[config.mk]
export PLATFORM = sky130hd
export DESIGN_NAME = inst_fetch_fifo
export DESIGN_NICKNAME = d
export VERILOG_FILES = /design/src/rtl/inst_fetch_fifo.sv
export SDC_FILE = /design/constraint.sdc
export NUM_CORES = 1
export LEC_CHECK = 0
export ABC_AREA = 1
export BUFFER_PORTS_ARGS = -buffer_cell sky130_fd_sc_hd__clkbuf_2
export CAP_MARGIN = 10
export CELL_PAD_IN_SITES_DETAIL_PLACEMENT = 1
export CELL_PAD_IN_SITES_GLOBAL_PLACEMENT = 2
export CORE_MARGIN = 1.5
export CORE_UTILIZATION = 25
export DETAILED_ROUTE_END_ITERATION = 12
export PLACE_DENSITY = 0.73
export SLEW_MARGIN = 15
export SYNTH_ARGS = -nofsm -noshare
export SYNTH_HDL_FRONTEND = slang
export SYNTH_SLANG_ARGS = --single-unit
export TNS_END_PERCENT = 50
[constraint.sdc]
create_clock -name clk -period 1.9 [get_ports clk]
set_input_delay 0.19 -clock clk [delete_from_list [all_inputs] [get_ports clk]]
set_output_delay 0.19 -clock clk [all_outputs]
set_load 0.05 [all_outputs]
[src/rtl/inst_fetch_fifo.sv]
// rtl/inst_fetch_fifo.sv - sequential instruction prefetch with in-flight tracking and DEPTH-entry FIFO
// Define FETCH_PERF_EN to add the fetch_cnt_o / flush_cnt_o performance counters.
module inst_fetch_fifo #(
  parameter int                ADDR_W   = 32,
  parameter int                DATA_W   = 32,
  parameter int                DEPTH    = 4,
  parameter int                MEM_LAT  = 2,
  parameter logic [ADDR_W-1:0] RESET_PC = '0
) (
  input  logic              clk,
  input  logic              rst,
  input  logic              redirect_i,
  input  logic [ADDR_W-1:0] redirect_pc_i,
  output logic              mem_ce_o,
  output logic [ADDR_W-1:0] mem_addr_o,
  input  logic [DATA_W-1:0] mem_data_i,
  output logic              inst_valid_o,
  output logic [DATA_W-1:0] inst_o,
  output logic [ADDR_W-1:0] inst_pc_o,
  input  logic              inst_ready_i
`ifdef FETCH_PERF_EN
  ,
  output logic [31:0]       fetch_cnt_o,
  output logic [31:0]       flush_cnt_o
`endif
);

  localparam int PTR_W = (DEPTH > 1) ? $clog2(DEPTH) : 1;
  localparam int CNT_W = $clog2(DEPTH) + 1;
  localparam int SUM_W = CNT_W + 1;

  logic [ADDR_W-1:0] fetch_pc;
  logic              slot_vld  [MEM_LAT];
  logic [ADDR_W-1:0] slot_pc   [MEM_LAT];
  logic [DATA_W-1:0] fifo_data [DEPTH];
  logic [ADDR_W-1:0] fifo_pc   [DEPTH];
  logic [PTR_W-1:0]  wr_ptr;
  logic [PTR_W-1:0]  rd_ptr;
  logic [CNT_W-1:0]  occ_cnt;
  logic [CNT_W-1:0]  infl_cnt;
  logic [SUM_W-1:0]  credit_used;
  logic              issue;
  logic              push;
  logic              pop;

  // Every outstanding request holds a FIFO slot, so responses can never overflow.
  assign credit_used  = {1'b0, occ_cnt} + {1'b0, infl_cnt};
  assign issue        = rst && !redirect_i && (credit_used < SUM_W'(DEPTH));
  assign push         = slot_vld[MEM_LAT-1] && !redirect_i;
  assign inst_valid_o = (occ_cnt != '0) && !redirect_i;
  assign pop          = inst_valid_o && inst_ready_i;

  assign mem_ce_o   = issue;
  assign mem_addr_o = fetch_pc;
  assign inst_o     = fifo_data[rd_ptr];
  assign inst_pc_o  = fifo_pc[rd_ptr];

  always_ff @(posedge clk or negedge rst) begin
    if (!rst) begin
      fetch_pc <= RESET_PC;
    end else if (redirect_i) begin
      fetch_pc <= redirect_pc_i;
    end else if (issue) begin
      fetch_pc <= fetch_pc + ADDR_W'(4);
    end
  end

  // Slot MEM_LAT-1 lines up with the cycle in which mem_data_i carries its word.
  always_ff @(posedge clk or negedge rst) begin
    if (!rst) begin
      for (int i = 0; i < MEM_LAT; i++) begin
        slot_vld[i] <= 1'b0;
        slot_pc[i]  <= '0;
      end
      infl_cnt <= '0;
    end else if (redirect_i) begin
      for (int i = 0; i < MEM_LAT; i++) begin
        slot_vld[i] <= 1'b0;
      end
      infl_cnt <= '0;
    end else begin
      slot_vld[0] <= issue;
      slot_pc[0]  <= fetch_pc;
      for (int i = 1; i < MEM_LAT; i++) begin
        slot_vld[i] <= slot_vld[i-1];
        slot_pc[i]  <= slot_pc[i-1];
      end
      infl_cnt <= infl_cnt + CNT_W'(issue) - CNT_W'(slot_vld[MEM_LAT-1]);
    end
  end

  always_ff @(posedge clk or negedge rst) begin
    if (!rst) begin
      for (int i = 0; i < DEPTH; i++) begin
        fifo_data[i] <= '0;
        fifo_pc[i]   <= '0;
      end
      wr_ptr  <= '0;
      rd_ptr  <= '0;
      occ_cnt <= '0;
    end else if (redirect_i) begin
      wr_ptr  <= '0;
      rd_ptr  <= '0;
      occ_cnt <= '0;
    end else begin
      if (push) begin
        fifo_data[wr_ptr] <= mem_data_i;
        fifo_pc[wr_ptr]   <= slot_pc[MEM_LAT-1];
        wr_ptr            <= wr_ptr + PTR_W'(1);
      end
      if (pop) begin
        rd_ptr <= rd_ptr + PTR_W'(1);
      end
      occ_cnt <= occ_cnt + CNT_W'(push) - CNT_W'(pop);
    end
  end

`ifdef FETCH_PERF_EN
  always_ff @(posedge clk or negedge rst) begin
    if (!rst) begin
      fetch_cnt_o <= '0;
      flush_cnt_o <= '0;
    end else begin
      if (pop) begin
        fetch_cnt_o <= fetch_cnt_o + 32'd1;
      end
      if (redirect_i) begin
        flush_cnt_o <= flush_cnt_o + 32'd1;
      end
    end
  end
`endif

endmodule

==> flow_metrics.env <==
export IMPL_grt_pass1_wl_um=82800
export IMPL_clk_latency_ns=0.59
export IMPL_cp_start_kind="flip-flop"
export IMPL_violations="negative setup slack"
export IMPL_core_area_mm2=0.0633
export IMPL_endpoint_kind="primary output"
export IMPL_layout_setup_ws_ns=-0.323
export IMPL_path_class="flip-flop to primary output"
export IMPL_grt_ovfl_total=0
export IMPL_ys_warn_count=0
export IMPL_rr_worst_depth=12
export IMPL_io_pins=166
export IMPL_placed_cell_area_mm2=0.0191
export IMPL_drc=0
export IMPL_hold_worst_slack_ns=0.0136
export IMPL_ys_seq_elements=364
export IMPL_max_vdd_ir_drop_mv=0.600
export IMPL_critPathMaxStageDelay_ns=0.52
export IMPL_dp_hpwl_um=33100
export IMPL_vias=13800
export IMPL_ys_flop_type="dfrtp_1"
export IMPL_min_period_over_period_pct=117
export IMPL_synth_enable_flop_cells=0
export IMPL_worstHoldPathType="input pin to flip-flop"
export IMPL_tightest_slew_ns=0.993
export IMPL_setup_viol=69
export IMPL_area_delta_synth_final_pct=35.7
export IMPL_pre_cts_ws_ns=-0.112
export IMPL_cts_buffer_depth=3
export IMPL_crit_path_frequent_cell="buf_12"
export IMPL_final_cell_mix="454 x nand2_1, 386 x o21ai_0, 362 x dfrtp_1"
export IMPL_tns_ns=-16.71
export IMPL_crit_cells=6
export IMPL_drt_iter0_markers=639
export IMPL_cp_cell_sequence="buf_12 -> buf_12 -> o21ai_0 -> o22ai_1 -> buf_4 -> buf_12"
export IMPL_cellPowerDensity_mw_per_mm2=1570
export IMPL_grt_pass1_vias=14700
export IMPL_mostFrequentLayoutCell="nand2_1"
export IMPL_rows=92
export IMPL_cts_buffers=44
export IMPL_critPathRequiredTime_ns=1.71
export IMPL_cp_buffers_inverters=4
export IMPL_synthDistinctLibCells=34
export IMPL_dieWidth_um=257
export IMPL_tritoncts="built"
export IMPL_drive_gt1_share_pct=18.3
export IMPL_cts_sinks=364
export IMPL_maxCapViolations=0
export IMPL_synth_area_mm2=0.0161
export IMPL_seq_area_frac_synth_pct=56.6
export IMPL_grt_max_degree=174
export IMPL_num_nets_final=2219
export IMPL_wire_per_inst_um=17.3
export IMPL_synth_avg_cell_area_um2=8.43
export IMPL_port_buffers=165
export IMPL_grtUsageTotal_pct=15.6
export IMPL_grt_antenna_before_repair=1
export IMPL_slew_viol_final=0
export IMPL_timing_fmax_ghz=0.450
export IMPL_skew_ns=0.0252
export IMPL_critPathArrivalTime_ns=2.03
export IMPL_die_h_um=257
export IMPL_root_buffer="clkbuf_16"
export IMPL_outcome="finished, violations left"
export IMPL_leakage_nw=10.2
export IMPL_worstPathMaxFanout=16
export IMPL_critPathSlowestCell="dfrtp_4"
export IMPL_whs_path_depth=5
export IMPL_wl_um=52200
export IMPL_timing_hold_violations_final=0
export IMPL_gp_congestion=0.771
export IMPL_fillers=7357
export IMPL_max_slew_margin_pct=33.8
export IMPL_die_area_mm2=0.0659
export IMPL_ant_nets=0
export IMPL_rsz0062_at_grt="yes"
export IMPL_total_power_mw=34.3
export IMPL_vias_per_cell=4.58
export IMPL_htree_levels=2
export IMPL_drt_first_pass_iters=5
export IMPL_clk_pin_slew_ns=0.06
export IMPL_postSynthCellCount=1909
export IMPL_cp_top_family="buffers and inverters"
export IMPL_antenna_cells=0
export IMPL_start_util_pct=25.4
export IMPL_synth_nets=1990
export IMPL_period_minus_slack_ns=2.22
export IMPL_stdcell_area_mm2=0.0218
export IMPL_async_flop_share_pct=100
## worst register-to-register path, delay by kind of cell (launching register included)
kind | cells | cell delay [ns]
AOI/OAI and AO/OA | 3 | 0.29
adders and majority gates | 3 | 0.81
buffers and inverters | 4 | 0.32
DFF | 1 | 0.41
and+or+nand+nor | 2 | 0.22
## metal layers
layer / share of wire [%] / up-vias / global-route usage [%]
li1: - / 6731 / -
met1: 48 / 6811 / 21.3
met2: 47 / 213 / 25.5
met3: 3.6 / 74 / 2.59
met4: 1.8 / 2 / 3.89
met5: 0.013 / - / 0
## kinds of logic (layout without fill, tap and decap cells)
| logic type | after synthesis | count (layout) | share of synthesized area (%) |
|---|---|---|---|
| compound gates | 560 | 560 | 18.2 |
| xor+xnor | 3 | 3 | 0.163 |
| fa+ha+maj | 13 | 13 | 1.10 |
| buf+inv | 263 | 525 | 6.57 |
| flops | 364 | 364 | 56.6 |
| simple gates | 706 | 706 | 17.4 |
## stage by stage
step                      util (%)  cells
after floorplan                  -   1909
after global placement        30.1   2860
after detailed placement      30.1   2860
after CTS                     33.8   3004
after global routing          34.5   3017
final                         34.5   3017
## timing repair
item,4_1_cts,5_1_grt
pin swaps,1,9
setup endpoints to repair,70,95
hold endpoints to repair,525,0
resized for setup,67,128
buffers inserted,1,4
gates cloned,0,9
hold buffers,64,0
## layout make-up
| type | count | area (µm²) | share of cell area (%) |
|---|---|---|---|
| Timing Repair Buffer | 305 | 3370 | 15.4 |
| Sequential cell | 364 | 9110 | 41.7 |
| Clock inverter | 13 | 148 | 0.676 |
| Inverter | 141 | 549 | 2.51 |
| Tap cell | 846 | 1060 | 4.85 |
| Multi-Input combinational cell | 1282 | 6350 | 29.0 |
| Clock buffer | 66 | 1260 | 5.78 |
## registers in the layout, indices dropped and copies added (netlist names), 3 cells and up
signal,cells
fifo_data,128
fifo_pc,128
infl_cnt,3
mem_addr_o,32
occ_cnt,3
slot_pc,64
## power breakdown
group | internal [mW] | total [mW] | switching (mW) | leakage (nW)
registers | 9.27 | 10.3 | 1.01 | 4.85
clock network | 4.88 | 8.29 | 3.41 | 0.693
logic | 6.19 | 15.7 | 9.53 | 4.69
## cell usage after synthesis (3+ instances only)
library cell  instances  area share (%)
nand2_1             459              11
o21bai_1              3            0.14
nor2_2                5            0.19
buf_1                 8            0.19
clkbuf_1             72             1.7
o21ai_1               7            0.22
nor2_1              178             4.1
o21ai_0             455              14
o22ai_1              67             2.6
inv_1               138             3.2
buf_2                38             1.2
ha_1                 11            0.85
inv_2                 3           0.070
a21boi_1             11            0.51
a21oi_1              10            0.31
nand3_1              53             1.6
dfrtp_1             364              57
## path summary, 6_finish.rpt
kind,startpoint,to,slack [ns]
setup / recovery,rd_ptr[0],inst_o[31],-0.32
min in group asynchronous,rst,fifo_data[76],0.25
hold reg to reg,slot_vld[1],slot_vld[0],0.47
max in group asynchronous,rst,fifo_pc[33],0.68
setup reg to reg,occ_cnt[2],occ_cnt[2],-0.28
hold / removal,redirect_pc_i[26],mem_addr_o[26],0.01
Power figures use the tool's default switching activity.
